===== src/rtl/mdu_issue_ctrl.sv =====
// ---------------------------------------------------------------------------
// mdu_issue_ctrl
//
// Issue control between the decode (D) stage and the multiply/divide unit.
// Opcodes in D are forwarded into an E-stage register that drives the MDU.
// A shadow latency counter tracks how long a started mult/div keeps the MDU
// occupied. Any further MDU operation in D is frozen while the MDU is busy,
// or while a start op sits in E and is about to make it busy.
//
// Opcode map: nop=0, mult=1, multu=2, div=3, divu=4, mfhi=5, mflo=6,
//             mthi=7, mtlo=8. Encodings 9-15 behave exactly like nop.
// Latency:    mult/multu = 5 cycles, div/divu = 10 cycles.
//
// Optional feature macro:
//   MDU_ISSUE_PERF_EN  - when defined, stall_cnt counts D-stage stall cycles
//                        and saturates at 0xFFFF_FFFF. When undefined,
//                        stall_cnt is tied to zero and no counter is built.
//
// Ports:
//   clk        in   1  rising-edge clock
//   reset      in   1  synchronous, active-high reset
//   id_valid   in   1  D stage holds a valid instruction
//   id_op      in   4  D-stage MDU opcode
//   id_rs      in  32  forwarded D-stage operand 1
//   id_rt      in  32  forwarded D-stage operand 2
//   exc_req    in   1  exception/interrupt flush request
//   id_stall   out  1  freezes the D stage (combinational)
//   mdu_op     out  4  registered E-stage opcode to the MDU
//   mdu_data1  out 32  registered E-stage operand 1
//   mdu_data2  out 32  registered E-stage operand 2
//   mdu_busy   out  1  shadow latency counter is running
//   stall_cnt  out 32  stall-cycle statistic (zero unless MDU_ISSUE_PERF_EN)
// ---------------------------------------------------------------------------
module mdu_issue_ctrl (
    input  logic        clk,
    input  logic        reset,
    input  logic        id_valid,
    input  logic [3:0]  id_op,
    input  logic [31:0] id_rs,
    input  logic [31:0] id_rt,
    input  logic        exc_req,
    output logic        id_stall,
    output logic [3:0]  mdu_op,
    output logic [31:0] mdu_data1,
    output logic [31:0] mdu_data2,
    output logic        mdu_busy,
    output logic [31:0] stall_cnt
);

    // Opcode encodings
    localparam logic [3:0] OP_NOP   = 4'd0;
    localparam logic [3:0] OP_MULT  = 4'd1;
    localparam logic [3:0] OP_MULTU = 4'd2;
    localparam logic [3:0] OP_DIV   = 4'd3;
    localparam logic [3:0] OP_DIVU  = 4'd4;
    localparam logic [3:0] OP_MTLO  = 4'd8;

    // Latencies; the counter is 4 bits wide so the largest value must fit.
    localparam logic [3:0] LAT_MUL  = 4'd5;
    localparam logic [3:0] LAT_DIV  = 4'd10;

    typedef enum logic {
        ST_IDLE = 1'b0,
        ST_BUSY = 1'b1
    } state_t;

    // -----------------------------------------------------------------------
    // Opcode helpers
    // -----------------------------------------------------------------------

    // Fold the unused encodings 9-15 onto nop so nothing downstream sees them.
    function automatic logic [3:0] norm_op(input logic [3:0] op);
        logic [3:0] res;
        if (op > OP_MTLO) begin
            res = OP_NOP;
        end else begin
            res = op;
        end
        return res;
    endfunction

    // mult/multu/div/divu occupy the MDU for several cycles.
    function automatic logic is_start_op(input logic [3:0] op);
        logic res;
        case (op)
            OP_MULT, OP_MULTU, OP_DIV, OP_DIVU: res = 1'b1;
            default:                            res = 1'b0;
        endcase
        return res;
    endfunction

    // Shadow-counter load value for a start op; zero for everything else.
    function automatic logic [3:0] op_latency(input logic [3:0] op);
        logic [3:0] res;
        case (op)
            OP_MULT, OP_MULTU: res = LAT_MUL;
            OP_DIV,  OP_DIVU:  res = LAT_DIV;
            default:           res = 4'd0;
        endcase
        return res;
    endfunction

    // -----------------------------------------------------------------------
    // State
    // -----------------------------------------------------------------------
    state_t      state_r;
    logic [3:0]  cnt_r;
    logic [3:0]  mdu_op_r;
    logic [31:0] mdu_data1_r;
    logic [31:0] mdu_data2_r;

    logic [3:0]  id_op_norm_s;
    logic        id_mdu_op_s;
    logic        e_start_s;
    logic        id_stall_s;

    // Decode the D-stage request and derive the stall.
    // A start op in E stalls D for one cycle before BUSY is even entered, so
    // an op behind it waits 1 + LAT cycles in total.
    always_comb begin
        id_op_norm_s = norm_op(id_op);
        id_mdu_op_s  = 1'b0;
        e_start_s    = is_start_op(mdu_op_r);
        id_stall_s   = 1'b0;
        if (id_valid && (id_op_norm_s != OP_NOP)) begin
            id_mdu_op_s = 1'b1;
        end else begin
            id_mdu_op_s = 1'b0;
        end
        if (id_mdu_op_s && ((state_r == ST_BUSY) || e_start_s)) begin
            id_stall_s = 1'b1;
        end else begin
            id_stall_s = 1'b0;
        end
    end

    // E-stage register: a stall or flush injects a bubble but leaves the
    // operand registers untouched.
    always_ff @(posedge clk) begin
        if (reset) begin
            mdu_op_r    <= OP_NOP;
            mdu_data1_r <= 32'd0;
            mdu_data2_r <= 32'd0;
        end else if (id_stall_s || exc_req) begin
            mdu_op_r    <= OP_NOP;
        end else begin
            mdu_op_r    <= id_valid ? id_op_norm_s : OP_NOP;
            mdu_data1_r <= id_rs;
            mdu_data2_r <= id_rt;
        end
    end

    // Shadow latency FSM. A start op in E launches BUSY unless flushed; once
    // running, BUSY always completes (only reset abandons it).
    always_ff @(posedge clk) begin
        if (reset) begin
            state_r <= ST_IDLE;
            cnt_r   <= 4'd0;
        end else begin
            case (state_r)
                ST_IDLE: begin
                    if (e_start_s && !exc_req) begin
                        state_r <= ST_BUSY;
                        cnt_r   <= op_latency(mdu_op_r);
                    end else begin
                        state_r <= ST_IDLE;
                        cnt_r   <= cnt_r;
                    end
                end
                ST_BUSY: begin
                    // Counter runs LAT..1; the cycle showing 1 is the last
                    // BUSY cycle. A zero count cannot occur in BUSY but would
                    // also drop back to IDLE rather than wrap.
                    if (cnt_r <= 4'd1) begin
                        state_r <= ST_IDLE;
                        cnt_r   <= 4'd0;
                    end else begin
                        state_r <= ST_BUSY;
                        cnt_r   <= cnt_r - 4'd1;
                    end
                end
                default: begin
                    state_r <= ST_IDLE;
                    cnt_r   <= 4'd0;
                end
            endcase
        end
    end

`ifdef MDU_ISSUE_PERF_EN
    logic [31:0] stall_cnt_r;

    // Count D-stage stall cycles, holding at all-ones instead of wrapping.
    always_ff @(posedge clk) begin
        if (reset) begin
            stall_cnt_r <= 32'd0;
        end else if (id_stall_s && (stall_cnt_r != 32'hFFFF_FFFF)) begin
            stall_cnt_r <= stall_cnt_r + 32'd1;
        end else begin
            stall_cnt_r <= stall_cnt_r;
        end
    end

    assign stall_cnt = stall_cnt_r;
`else
    assign stall_cnt = 32'd0;
`endif

    // -----------------------------------------------------------------------
    // Outputs
    // -----------------------------------------------------------------------
    assign id_stall  = id_stall_s;
    assign mdu_op    = mdu_op_r;
    assign mdu_data1 = mdu_data1_r;
    assign mdu_data2 = mdu_data2_r;
    assign mdu_busy  = (state_r == ST_BUSY);

endmodule


===== config.mk =====
export PLATFORM = sky130hd
export DESIGN_NAME = mdu_issue_ctrl
export DESIGN_NICKNAME = d
export VERILOG_FILES = /design/src/rtl/mdu_issue_ctrl.sv
export SDC_FILE = /design/constraint.sdc
export NUM_CORES = 1
export LEC_CHECK = 0
export ABC_AREA = 1
export BUFFER_PORTS_ARGS = -buffer_cell sky130_fd_sc_hd__buf_4
export CORE_MARGIN = 2
export CORE_UTILIZATION = 38
export CTS_BUF_LIST = sky130_fd_sc_hd__clkbuf_2
export DETAILED_ROUTE_END_ITERATION = 7
export GPL_TIMING_DRIVEN = 0
export PLACE_DENSITY_LB_ADDON = 0.25
export SYNTH_ARGS = -nofsm -noshare
export SYNTH_HDL_FRONTEND = slang
export SYNTH_SLANG_ARGS = --single-unit

===== constraint.sdc =====
create_clock -name clk -period 1.7 [get_ports clk]
set_input_delay 0.17 -clock clk [delete_from_list [all_inputs] [get_ports clk]]
set_output_delay 0.17 -clock clk [all_outputs]
set_load 0.02 [all_outputs]

# Word-level counts from Yosys, hierarchy flattened
# Cells that the tools add are included.
[totals]
inputBits = 72
reg_bits = 73
wordCells = 37
[op_classes]
add_sub_neg = 1
n_lt_le_gt_ge = 2
mux = 11
reduce_logical = 11
bitwise_logic = 2
eq_ne = 5
[ops]
columns = ["cell", "count"]
rows = [
  ["4-bit one-hot mux with 2 select lines", 2],
  ["4-bit 2-to-1 mux", 3],
  ["4-bit by 2-bit == test with 1-bit output (second input constant)", 2],
  ["1-bit 2-to-1 mux", 5],
  ["4-bit by 1-bit == test with 1-bit output (second input constant)", 1],
  ["4-bit by 3-bit == test with 1-bit output (second input constant)", 1],
  ["4-bit > comparator (second input constant)", 1],
  ["4-bit by 1-bit <= comparator with 1-bit output (second input constant)", 1],
  ["4-bit nonzero test", 1],
  ["2-bit OR reduction", 2],
  ["4-bit OR reduction", 1],
  ["4-bit by 1-bit subtractor with 4-bit output (second input constant)", 1],
  ["1-bit logical AND", 3],
  ["3-bit OR reduction", 1],
  ["1-bit logical OR", 2],
  ["2-bit != test (second input constant)", 1],
  ["1-bit inverter", 2],
  ["1-bit one-hot mux with 2 select lines", 1],
  ["1-bit zero test", 1],
]

# Logic depth before layout (Yosys ltp)
[logic_depth]
ltp_word = 9
mapped_depth = 10
depth_no_buf = 10

# Worst setup path before layout
# OpenSTA, ideal clock, no wires.
[synth_timing]
kind = "register to output"
startpoint = "register state_r (netlist: mdu_busy)"
endpoint = "output id_stall"
stages_incl_launch_ff = 7
required_ns = 1.530
setup_slack_ns = 0.190
t_arrival_ns = 1.340
path_buffers = 2
path_cell_list = "dfxtp_1 > clkinv_1 > nand4_1 > nand2_1 > buf_6 > buf_4 > inv_1"
[synth_between]
elab_chain_len = 3
[synth_lines]
columns = ["item", "line", "source"]
rows = [
  ["start: declaration", "106", "state_t state_r;"],
  ["start signal: assignment", "157", "state_r <= ST_IDLE;"],
  ["start signal: assignment", "163", "state_r <= ST_BUSY;"],
  ["start signal: assignment", "166", "state_r <= ST_IDLE;"],
  ["1-bit logical OR", "130", "if (id_mdu_op_s && ((state_r == ST_BUSY) || e_start_s)) begin"],
  ["1-bit logical AND", "130", ""],
  ["1-bit 2-to-1 mux", "130", ""],
  ["end: declaration", "42", "output logic id_stall,"],
]
# Every way passes these cells.

# Final worst setup path
[layout_timing]
startpoint = "input id_op[2]"
endpoint = "output id_stall"
[layout_between]
elab_chain_len = 7
[layout_lines]
columns = ["item", "line", "source"]
rows = [
  ["start: declaration", "38", "input logic [3:0] id_op,"],
  ["4-bit > comparator", "74", "if (op > OP_MTLO) begin"],
  ["4-bit 2-to-1 mux *", "74", ""],
  ["4-bit nonzero test *", "125", "if (id_valid && (id_op_norm_s != OP_NOP)) begin"],
  ["1-bit logical AND *", "125", ""],
  ["1-bit 2-to-1 mux *", "125", ""],
  ["1-bit logical AND *", "130", ""],
  ["1-bit 2-to-1 mux *", "130", ""],
]
# Mark *: on every way between the ends. The rest lies on a longest branch, timed or not.

==> results.py <==
metrics = {
    "floorplan": {
        "coreArea_mm2": 0.00920,
        "die_area_mm2": 0.0103,
        "start_util_pct": 39.1,
        "ioPinCount": 174,
        "die_width_um": 101,
        "placementRows": 35,
        "die-height_um": 101,
    },
    "sta": {
        "slew_viol_final": 0,
        "finalClockSkew_ns": 0.0227,
        "max_freq_ghz": 0.571,
        "hold_slack_ns": 0.113,
        "slew-limit-headroom_pct": 58.7,
        "fin_crit_sh_pct": 103,
        "setup_viol": 1,
        "final-hold-violation-count": 0,
        "worst_pin_slew_ns": 0.620,
        "fin_crit_ns": 1.75,
        "worst_slack_ns": -0.0501,
        "rsz0062_at_grt": "true",
    },
    "setup_path": {
        "start_kind": "input port",
        "path_class": "in2out",
        "max_stage_delay_ns": 0.56,
        "crit_path_frequent_cell": "buf_6",
        "crit_arrival_ns": 1.58,
        "crit_path_cell_trace": "buf_4 > dlygate4sd3_1 > inv_1 > nand3_1 > a21oi_2 > nand2_2 > buf_6 > inv_2 > buf_6",
        "path_delay_family": "buffers and inverters",
        "endpoint_kind": "output port",
        "worstPathRequired_ns": 1.53,
        "critPathSlowestCell": "dlygate4sd3_1",
        "reg2reg_slack_ns": 0.02,
        "critPathMaxFanout": 2,
        "crit_buf_inv": 6,
    },
    "clock_network": {
        "cts_tree": "yes",
        "cts-root-buf": "clkbuf_2",
        "path_clk_slew_ns": 0.20,
        "htreeDepth": 3,
        "clkLatencyLatePin_ns": 0.47,
        "clock_path_buffers": 2,
        "cts_sinks": 73,
        "cts_made_buffers": 9,
    },
    "yosys": {
        "ys_ff_latch": 73,
        "syn-mean-instance-area_um2": 6.72,
        "netlist_instances": 535,
        "synthDistinctLibCells": 17,
        "ys_warn_count": 0,
        "syn-cell-area_mm2": 0.00359,
        "seq_area_frac_synth_pct": 40.7,
    },
    "routing": {
        "drc_errors": 0,
        "dr.pass1.iters": 6,
        "viasPerCell": 4.52,
        "ant_nets": 0,
        "drt_iter0_drc": 135,
        "drt_wl_total_um": 11100,
        "via_count": 4126,
        "wl_per_cell_um": 12.2,
    },
    "pwr": {
        "p_leak_nw": 3.22,
        "pwr_density_cell_mw_per_mm2": 739,
        "power_mw": 4.44,
        "peakVddDrop_v": 0.000389,
    },
    "grt": {
        "grt-ovfl-total": 0,
        "antenna_found_initial": 0,
        "grt_start_max_net_pins": 13,
        "grt_pass1_wl_um": 17000,
        "gr-usage-all-layers_pct": 20.7,
        "grt_pass1_vias": 3752,
    },
    "cells_and_area": {
        "drive_gt1_share_pct": 30.1,
        "multiInputGateArea_mm2": 0.00161,
        "antenna_cells": 0,
        "final_common_cell": "buf_4",
        "fillers": 796,
        "nets": 871,
        "area_delta_synth_final_pct": 67.1,
        "most-common-layout-cells": "180 x buf_4, 80 x nand2_1, 78 x inv_1, 72 x nor2_1, 72 x dlygate4sd3_1",
        "seq_area_mm2": 0.00147,
    },
    "place": {
        "pre_cts_slack_ns": 0.00768,
        "dp_hpwl_um": 7160,
        "place_congestion": 0.801,
        "portBuffers": 141,
    },
    "run": {
        "cap_violations": 0,
    },
    "status": {
        "outcome": "finished with violations",
        "violations": "negative setup slack",
    },
    "worst_hold_path": {
        "hold_path_class": "in2reg",
    },
}
[what timing repair did]
item,CTS,global route
buffers inserted,6,3
setup endpoints to repair,1,56
pin swaps,4,7
hold buffers,72,0
resized for setup,18,28
hold endpoints to repair,71,0
[registers in the layout, summed over array words and instances (netlist names)]
name and cells:
mdu_busy 1, mdu_data1 32, mdu_data2 32, cnt_r 4, mdu_op 4
[area by class of cell]
type	instances	area share, %
Multi-Input combinational cell	346	26.8
Inverter	80	5.02
Sequential cell	73	24.5
Tap cell	111	2.31
Timing Repair Buffer	222	31.0
Clock inverter	6	2.19
Clock buffer	9	0.750
Buffer	65	7.50
[through the flow]
stage                     std cells  setup TNS, ns  cell area (um2)  util (%)
after floorplan                 566              0             3710         -
after CTS                       910        -0.0799             5890      64.1
final                           912        -0.0501             6010      65.3
after detailed placement        818              0             4910      53.4
after global routing            912         -0.991             6010      65.3
after global placement          818              0             4910      53.4
[cell families (layout without fill, tap and decap cells)]
family | after synthesis | count (layout) | share of synthesized area [%]
AND/OR/NAND/NOR | 236 | 236 | 27.4
buffers and inverters | 147 | 382 | 20.5
AO/OA/AOI/OAI | 75 | 75 | 10.4
flip-flops | 73 | 73 | 40.7
adder cells (fa/ha/maj) | 2 | 2 | 0.696
other | 1 | 32 | 0.104
XOR/XNOR | 1 | 1 | 0.244
[metal layers]
layer | vias to the layer above | part of all wire, % | track usage [%]
met3 | 21 | 6.0 | 2.90
met2 | 163 | 51 | 37.2
met4 | 0 | 2.3 | 8.73
met5 | - | 0 | 0
met1 | 1817 | 41 | 24.6
li1 | 2125 | - | -
[cell usage after synthesis]
library cell  count  area (um2)
nand2_1          85         319
ha_1              2        25.0
nand3_1          71         355
dfxtp_1          73        1460
xnor2_1           1        8.76
buf_4            38         285
nor2_1           76         285
buf_6             5        56.3
o21ai_0           5        25.0
inv_1            79         297
clkinv_1          1        3.75
clkbuf_1         18        67.6
buf_2             3        15.0
buf_1             3        11.3
a21oi_1          70         350
conb_1            1        3.75
nand4_1           4        25.0
[final timing paths]
check / cells past startpoint / from / end
worst max-delay path: 9 / id_op[2] / id_stall
worst min-delay path: 4 / exc_req / mdu_busy
worst max register to register: 11 / mdu_op[2] / mdu_data1[27]
worst min register to register: 2 / cnt_r[1] / cnt_r[1]
[worst reg2reg max path, stage by stage (launching register included)]
cell     delay [ns]
dfxtp_2        0.41
inv_1          0.06
nor2_2         0.09
nand2_2        0.07
nand4_1        0.10
nand2_2        0.08
buf_6          0.13
buf_4          0.14
buf_12         0.14
buf_6          0.15
a21oi_1        0.15
nor2_2         0.05
[report_power, final]
group / total, mW / switching (mW) / internal [mW] / leakage (nW)
Combinational: 1.14 / 0.579 / 0.564 / 2.52
Clock: 1.39 / 0.624 / 0.769 / 0.0956
Sequential: 1.90 / 0.0715 / 1.83 / 0.607
Total: 4.44 / 1.27 / 3.16 / 3.22
(Power assumes the default switching activity.)
